===== config.mk =====
export PLATFORM = sky130hd
export DESIGN_NAME = ps2_frame_rx
export DESIGN_NICKNAME = d
export VERILOG_FILES = /design/src/rtl/ps2_frame_rx.sv
export SDC_FILE = /design/constraint.sdc
export NUM_CORES = 1
export LEC_CHECK = 0
export BUFFER_PORTS_ARGS = -buffer_cell sky130_fd_sc_hd__buf_4
export CAP_MARGIN = 40
export CORE_MARGIN = 2
export CORE_UTILIZATION = 43
export CTS_CLUSTER_SIZE = 16
export DETAILED_ROUTE_END_ITERATION = 10
export SETUP_SLACK_MARGIN = 0.5
export SLEW_MARGIN = 10
export SYNTH_ARGS = -nofsm -noshare
export SYNTH_HDL_FRONTEND = slang
export SYNTH_SLANG_ARGS = --single-unit

===== constraint.sdc =====
create_clock -name clk -period 1.75 [get_ports clk]
set_input_delay 0.0875 -clock clk [delete_from_list [all_inputs] [get_ports clk]]
set_output_delay 0.0875 -clock clk [all_outputs]
set_load 0.03 [all_outputs]

===== src/rtl/ps2_frame_rx.sv =====
// ps2_frame_rx: PS/2 device-to-host frame receiver with sync, clock filter, parity/stop check and watchdog
module ps2_frame_rx #(
  parameter int FILTER_LEN = 8,
  parameter int TIMEOUT_CYCLES = 100000
) (
  input  logic       clk,
  input  logic       reset,
  input  logic       ps2d,
  input  logic       ps2c,
  input  logic       rx_en,
  output logic [7:0] dout,
  output logic       rx_done_tick,
  output logic       parity_err,
  output logic       frame_err,
  output logic       busy
);
  localparam int WW = $clog2(TIMEOUT_CYCLES);
  typedef enum logic [1:0] {IDLE, SHIFT, LOAD} state_t;
  state_t state, state_nx;
  logic [1:0] c_sync, d_sync;
  logic [FILTER_LEN-1:0] flt;
  logic fc, fall, start, timeout, done_nx, perr_nx, ferr_nx;
  logic [9:0] sh;
  logic [3:0] n;
  logic [WW-1:0] wd;
  always_ff @(posedge clk or negedge reset)
    if (!reset) begin
      c_sync <= 2'b11;
      d_sync <= 2'b11;
      flt <= '1;
      fc <= 1'b1;
    end else begin
      c_sync <= {c_sync[0], ps2c};
      d_sync <= {d_sync[0], ps2d};
      flt <= {flt[FILTER_LEN-2:0], c_sync[1]};
      fc <= &flt ? 1'b1 : ~|flt ? 1'b0 : fc;
    end
  // fall is the cycle in which fc is about to drop from 1 to 0
  assign fall = fc & ~|flt;
  assign start = state == IDLE && fall && rx_en && !d_sync[1];
  assign timeout = state == SHIFT && !fall && wd == WW'(TIMEOUT_CYCLES - 1);
  assign busy = state != IDLE;
  always_ff @(posedge clk or negedge reset)
    if (!reset) state <= IDLE;
    else state <= state_nx;
  always_comb begin
    state_nx = state;
    case (state)
      IDLE:    if (start) state_nx = SHIFT;
      SHIFT:   if (fall && n == 4'd0) state_nx = LOAD;
               else if (timeout) state_nx = IDLE;
      default: state_nx = IDLE;
    endcase
  end
  always_comb begin
    done_nx = state == LOAD && sh[9] && ^sh[8:0];
    perr_nx = state == LOAD && sh[9] && !(^sh[8:0]);
    ferr_nx = (state == LOAD && !sh[9]) || timeout;
  end
  always_ff @(posedge clk or negedge reset)
    if (!reset) begin
      sh <= '0;
      n <= '0;
      wd <= '0;
      dout <= '0;
      rx_done_tick <= 1'b0;
      parity_err <= 1'b0;
      frame_err <= 1'b0;
    end else begin
      rx_done_tick <= done_nx;
      parity_err <= perr_nx;
      frame_err <= ferr_nx;
      if (done_nx) dout <= sh[7:0];
      if (start) n <= 4'd9;
      if (state != SHIFT) wd <= '0;
      else if (fall) begin
        sh <= {d_sync[1], sh[9:1]};
        wd <= '0;
        if (n != 4'd0) n <= n - 4'd1;
      end else if (timeout) begin
        sh <= '0;
        wd <= '0;
      end else wd <= wd + WW'(1);
    end
endmodule


==> qor.csv, run 1 <==
metric,value,unit
clock root buffer,clkbuf_8,
Cell Pwr Density,796,nW/µm²
# setup viols final,9,
first-pass GRT wire length,9840,µm
die height,80.9,µm
clk sink count,57,
most common cell in the netlist,dfrtp_1,
Netlist cell types,39,
Yosys top cell by area,dfrtp_1,
Worst Setup End Kind,flop,
worst-case clock buffer depth,2,
critical path class,reg -> reg,
Inserted Diodes,0,
grt total ovfl,0,
detailed-routing iteration count for the pre-antenna-repair pass,4,
yosys warns,0,
dpl cells,341,
fin nets,316,
max-slew violations,0,
"crit path setup slack, layout",-0.111,ns
Boundary Pins,17,
post-synth top area share,43.3,%
drt total wl,5900,µm
final hold vios,0,
largest net degree at the start of global routing,58,
"Avg Cell Area, Syn",11.2,µm²
CTS buffer count,9,
Die ar.,6550,µm²
Routability Congestion,0.778,
wire length per cell,15.2,µm
area grow syn2layout,50.1,%
PortBufs,16,
"Clk Latency, worst-skew pair",0.33,ns
DR iter-0 viols,94,
Syn Nets,235,
share of cells above drive strength 1,53.8,%
maxcap violations,0,
final worst clock skew,0.00976,ns
hpwl dp,3500,µm
CP top delay family,XOR/XNOR gates,
Critical Path RT,1.96,ns
critical path data arrival time,2.08,ns
max frequency,537,MHz
"EDFF count, synth",0,
Placeable Area,5820,µm²
Tcrit/Tclk final,106,%
Commonest cells post-synth,"dfrtp_1, nand2_1, nor2_1, o21ai_0, dfstp_2",
post-synthesis simple-gate area fraction,18.6,%
main area contributors after synthesis,"dfrtp_1, dfstp_2, mux2_2",
post-synthesis compound-gate area fraction,10.1,%
vias in the first global route,2062,
async set or reset register ratio after synthesis,100,%
gr usage total,19.8,%
Via density,5.31,
RSZ-0062 raised after global routing,yes,
ys flop type,dfrtp_1,
H-tree levels,3,
CP Max Fanout,9,
mux share of post-synthesis cell area,4.87,%
register area share after synthesis,56.7,%
min Tclk post-route,1.86,ns
Buf/Inv on CP,1,
Min Hold Slack,0.357,ns
Worst slew margin,52.1,%
mapped cell area,2540,µm²
Hold Crit Class,in -> async,
crit path cell chain,xor2_1 -> xnor3_2 -> mux2i_4 -> buf_12 -> mux2_2,
via count,2067,
Synth Register Bits,57,
adder-cell area share of the yosys netlist,0.983,%
number of antenna violations at the first check in global routing,0,
CTS tree,built,
xor and xnor area share after synthesis,6.98,%
Placement Setup Slack,-0.0998,ns
failing checks,setup timing,
cells after synthesis,228,
Slew @ Worst Pin,0.718,ns
"Reg clk slew, reported paths",0.07,ns
post-layout util,65.7,%
"antenna viol nets, final",0,
Final Instance Count excl. Fillers,389,
drc violations,0,
combinational family with the most area after synthesis,simple AND/OR/NAND/NOR gates,
Initial Util,43.8,%
Peak VDD IR,0.766,mV
Setup crit start kind,flop,
Max stage delay on crit path,0.49,ns
highest-delay cell along the critical path,xnor3_2,
Die Wd,80.9,µm
Row Count,28,
outcome,"complete, but fails checks",
Leakage Power,0.00162,µW
==> area by class of cell <==
class                      instances  area [µm²]
sequential                        57        1450
fill                             450        1990
clock buffer                      13         149
inverter                           7        26.3
multi-input combinational        160        1390
clock inverter                     3        40.0
tap                               75        93.8
timing repair buffer              74         681
==> metal layers <==
metal	vias to the layer above	part of all wire, %	GRT usage [%]
met4	0	1.6	7.46
li1	987	-	-
met1	1031	46	25.8
met5	-	0	0
met2	39	49	32.6
met3	10	3.4	4.33
==> kinds of logic after synthesis <==
kind of cell | after synthesis
and+or+nand+nor | 89
DFF | 57
AOI/OAI and AO/OA | 41
xor gates and xnor gates | 17
buffers and inverters | 12
muxes | 10
adders and majority gates | 2
==> power by group <==
group          switching, µW  internal (µW)
clock network            505            694
logic                    180            169
registers               88.4           1410
total                    773           2270
==> worst paths after layout <==
path | start | end | slack, ns | cells past startpoint
worst min register to register | c_sync[0]$_DFF_PN1_ | c_sync[1]$_DFF_PN1_ | 0.36 | 0
worst min-delay path | reset | dout[3]$_DFFE_PN0P_ | 0.36 | 2
max in group asynchronous | reset | state[0]$_DFFE_PN0P_ | 0.88 | 2
worst max-delay path | sh[5]$_DFFE_PN0P_ | dout[5]$_DFFE_PN0P_ | -0.11 | 5
min in group clk | c_sync[0]$_DFF_PN1_ | c_sync[1]$_DFF_PN1_ | 0.36 | 0
worst max register to register | sh[5]$_DFFE_PN0P_ | dout[5]$_DFFE_PN0P_ | -0.11 | 5
==> flip-flops by register name, indices dropped and copies added (netlist names) <==
| register | count |
|---|---|
| c_sync | 2 |
| d_sync | 2 |
| dout | 8 |
| fc | 1 |
| flt | 8 |
| frame_err | 1 |
| n | 4 |
| parity_err | 1 |
| rx_done_tick | 1 |
| sh | 10 |
| state | 2 |
| wd | 17 |
==> timing repair <==
item                                    4_1_cts  5_1_grt
endpoints found under the setup margin       44       46
gates cloned                                  3        0
pin swaps                                    35        9
hold buffers                                  3        0
resized for setup                            52       27
buffers inserted                             24        2
endpoints found under the hold margin        46        0
==> through the flow <==
stage               setup TNS, ns  total power [µW]  instance area (µm²)
floorplan                  -0.517              1630                 2670
global placement           -0.445              1720                 3040
detailed placement         -0.843              1730                 3040
CTS                        -0.871              3030                 3710
global route                -1.34              3190                 3820
finish                     -0.868              3040                 3820
==> layout by cell type, fill, tap and decap left out, types with 3 or more instances in the layout <==
master and instances:
a21oi_2 3, a2bb2oi_1 7, buf_12 3, buf_4 52, buf_6 14, clkbuf_1 3
clkbuf_8 10, dfrtp_1 42, dfstp_2 13, dlygate4sd3_1 3, inv_1 7, mux2_2 7
nand2_1 13, nand2_2 10, nand3_1 3, nand4_1 9, nor2_1 5, nor2_2 5
nor2_4 9, nor3_1 3, o21ai_1 12, o21ai_2 4, or2_4 3, or3_4 3
or4_1 4, xnor2_1 7, xor2_1 7
No activity file was read; power rests on OpenSTA's default activity.
==> run 2: changes to the inputs <==
- RECOVER_POWER: unset -> 50
==> qor.csv, run 2 (same netlist as run 1, synthesis figures left out) <==
metric,value,unit,change
outcome,"complete, but fails checks",,
failing checks,setup timing,,
drc violations,0,,unchanged
clock root buffer,clkbuf_8,,
critical path class,reg -> reg,,
Slew @ Worst Pin,1.27,ns,+0.554 ns
"Clk Latency, worst-skew pair",0.33,ns,about the same
gr usage total,19.8,%,unchanged
number of antenna violations at the first check in global routing,0,,unchanged
drt total wl,5920,µm,+0.25%
hpwl dp,3500,µm,unchanged
first-pass GRT wire length,9840,µm,unchanged
share of cells above drive strength 1,50.6,%,-3.2 points
Worst R2R Start,sh[5]$_DFFE_PN0P_,,
largest net degree at the start of global routing,58,,unchanged
Setup crit start kind,flop,,
H-tree levels,3,,unchanged
Placement Setup Slack,-0.0998,ns,unchanged
R2R cell count,5,,unchanged
CTS buffer count,9,,unchanged
hold worst-path end,c_sync[1]$_DFF_PN1_,,
max-slew violations,0,,unchanged
vias in the first global route,2062,,unchanged
Cell Pwr Density,798,nW/µm²,+0.20%
"Reg clk slew, reported paths",0.06,ns,about the same
min Tclk post-route,1.86,ns,-0.00177 ns
Via density,5.32,,about the same
Tcrit/Tclk final,106,%,about the same
Worst Setup End Kind,flop,,
critical path data arrival time,2.07,ns,about the same
final hold vios,0,,unchanged
Die ar.,6550,µm²,unchanged
"commonest non-fill, non-tap cell in the layout",buf_4,,
wire length per cell,15.2,µm,+0.25%
Post-DP Area,3040,µm²,unchanged
Hold Crit Class,reg -> reg,,
area grow syn2layout,49.6,%,
final worst clock skew,0.0100,ns,+0.000262 ns
via count,2069,,+0.097%
Peak VDD IR,0.765,mV,about the same
DR iter-0 viols,88,,-6.4%
# setup viols final,9,,unchanged
Row Count,28,,unchanged
Routability Congestion,0.778,,unchanged
grt total ovfl,0,,unchanged
"Most flops, register",wd,,
max frequency,538,MHz,about the same
setup tns final,-0.854,ns,+0.0145 ns
post-route cell area,3810,µm²,-0.36%
Placeable Area,5820,µm²,unchanged
hold_sp,c_sync[0]$_DFF_PN1_,,
Initial Util,43.8,%,unchanged
R2R Path End,dout[5]$_DFFE_PN0P_,,
Die Wd,80.9,µm,unchanged
largest registers,"wd (17), sh (10)",,
maxcap violations,0,,unchanged
fin nets,316,,unchanged
die height,80.9,µm,unchanged
"crit path setup slack, layout",-0.109,ns,+0.00177 ns
max FFs per register,17,,unchanged
RSZ-0062 raised after global routing,yes,,
detailed-routing iteration count for the pre-antenna-repair pass,4,,unchanged
R2R Setup Slk,-0.11,ns,about the same
Critical Path RT,1.96,ns,about the same
Inserted Diodes,0,,unchanged
clk sink count,57,,unchanged
Worst slew margin,15.2,%,-37 points
worst-case clock buffer depth,2,,unchanged
WHS Path Cells,0,,
CP Max Fanout,9,,unchanged
CTS tree,built,,
Leakage Power,0.00160,µW,-1.1%
Boundary Pins,17,,unchanged
most frequent cells in the layout,"buf_4, dfrtp_1, buf_6",,
PortBufs,16,,unchanged
"antenna viol nets, final",0,,unchanged
[run 2: changes by cell type in the layout (fill, tap and decap cells not counted)]
cell	delta
clkbuf_4	+2
buf_2	+1
clkbuf_1	+3
dfstp_1	+7
dfstp_2	-7
buf_4	-6
[run 2: area by class of cell]
type | instances | area, µm²
clock inverters | 3 | 40.0
well taps | 75 | 93.8
clock buffers | 13 | 149
flip-flops and latches | 57 | 1450
repair buffers | 74 | 667
multi-input cells | 160 | 1390
inverters | 7 | 26.3
fillers | 451 | 2010
[run 2: through the flow]
stage,hold slack [ns],std cells,utilization (%),total power (µW)
floorplan,-0.208,228,-,1630
global placement,0.188,341,52.3,1720
detailed placement,0.196,341,52.3,1730
CTS,0.354,387,63.7,3030
global route,0.364,389,65.5,3180
finish,0.356,389,65.5,3040
[run 2: how the worst max path moves through the flow]
stage | slack, ns | startpoint | endpoint | depth (start not counted)
after global placement | -0.06 | sh[3]$_DFFE_PN0P_ | dout[6]$_DFFE_PN0P_ | 5
after detailed placement | -0.1 | sh[3]$_DFFE_PN0P_ | dout[6]$_DFFE_PN0P_ | 5
after global routing | -0.15 | sh[5]$_DFFE_PN0P_ | dout[4]$_DFFE_PN0P_ | 5
after floorplan | -0.06 | sh[3]$_DFFE_PN0P_ | dout[0]$_DFFE_PN0P_ | 4
final | -0.11 | sh[5]$_DFFE_PN0P_ | dout[5]$_DFFE_PN0P_ | 5
after CTS | -0.11 | sh[5]$_DFFE_PN0P_ | dout[5]$_DFFE_PN0P_ | 5
[run 2: power by group]
part / switching (µW) / internal [µW] / total, µW
combinational: 181 / 168 / 349
clock: 504 / 694 / 1200
sequential: 88.4 / 1400 / 1490
total: 773 / 2260 / 3040
[run 2: layer usage]
metal | track usage (%) | up-vias | part of all wire, %
li1 | - | 988 | -
met2 | 32.6 | 41 | 49
met3 | 4.33 | 10 | 3.0
met5 | 0 | - | 0
met1 | 25.8 | 1030 | 46
met4 | 7.46 | 0 | 1.6
[run 2: what timing repair did]
| item | 4_1_cts | 5_1_grt |
|---|---|---|
| buffers inserted | 24 | 2 |
| endpoints found under the hold margin | 46 | 0 |
| pin swaps | 35 | 9 |
| hold buffers | 3 | 0 |
| setup endpoints to repair | 44 | 46 |
| resized for setup | 52 | 27 |
| gates cloned | 3 | 0 |
[run 2: worst max-delay path, stage by stage, from the launching register on]
cell and delay, ns:
dfrtp_1 0.40, xor2_1 0.16, xnor3_2 0.49, mux2i_4 0.21, buf_12 0.15, mux2_2 0.32
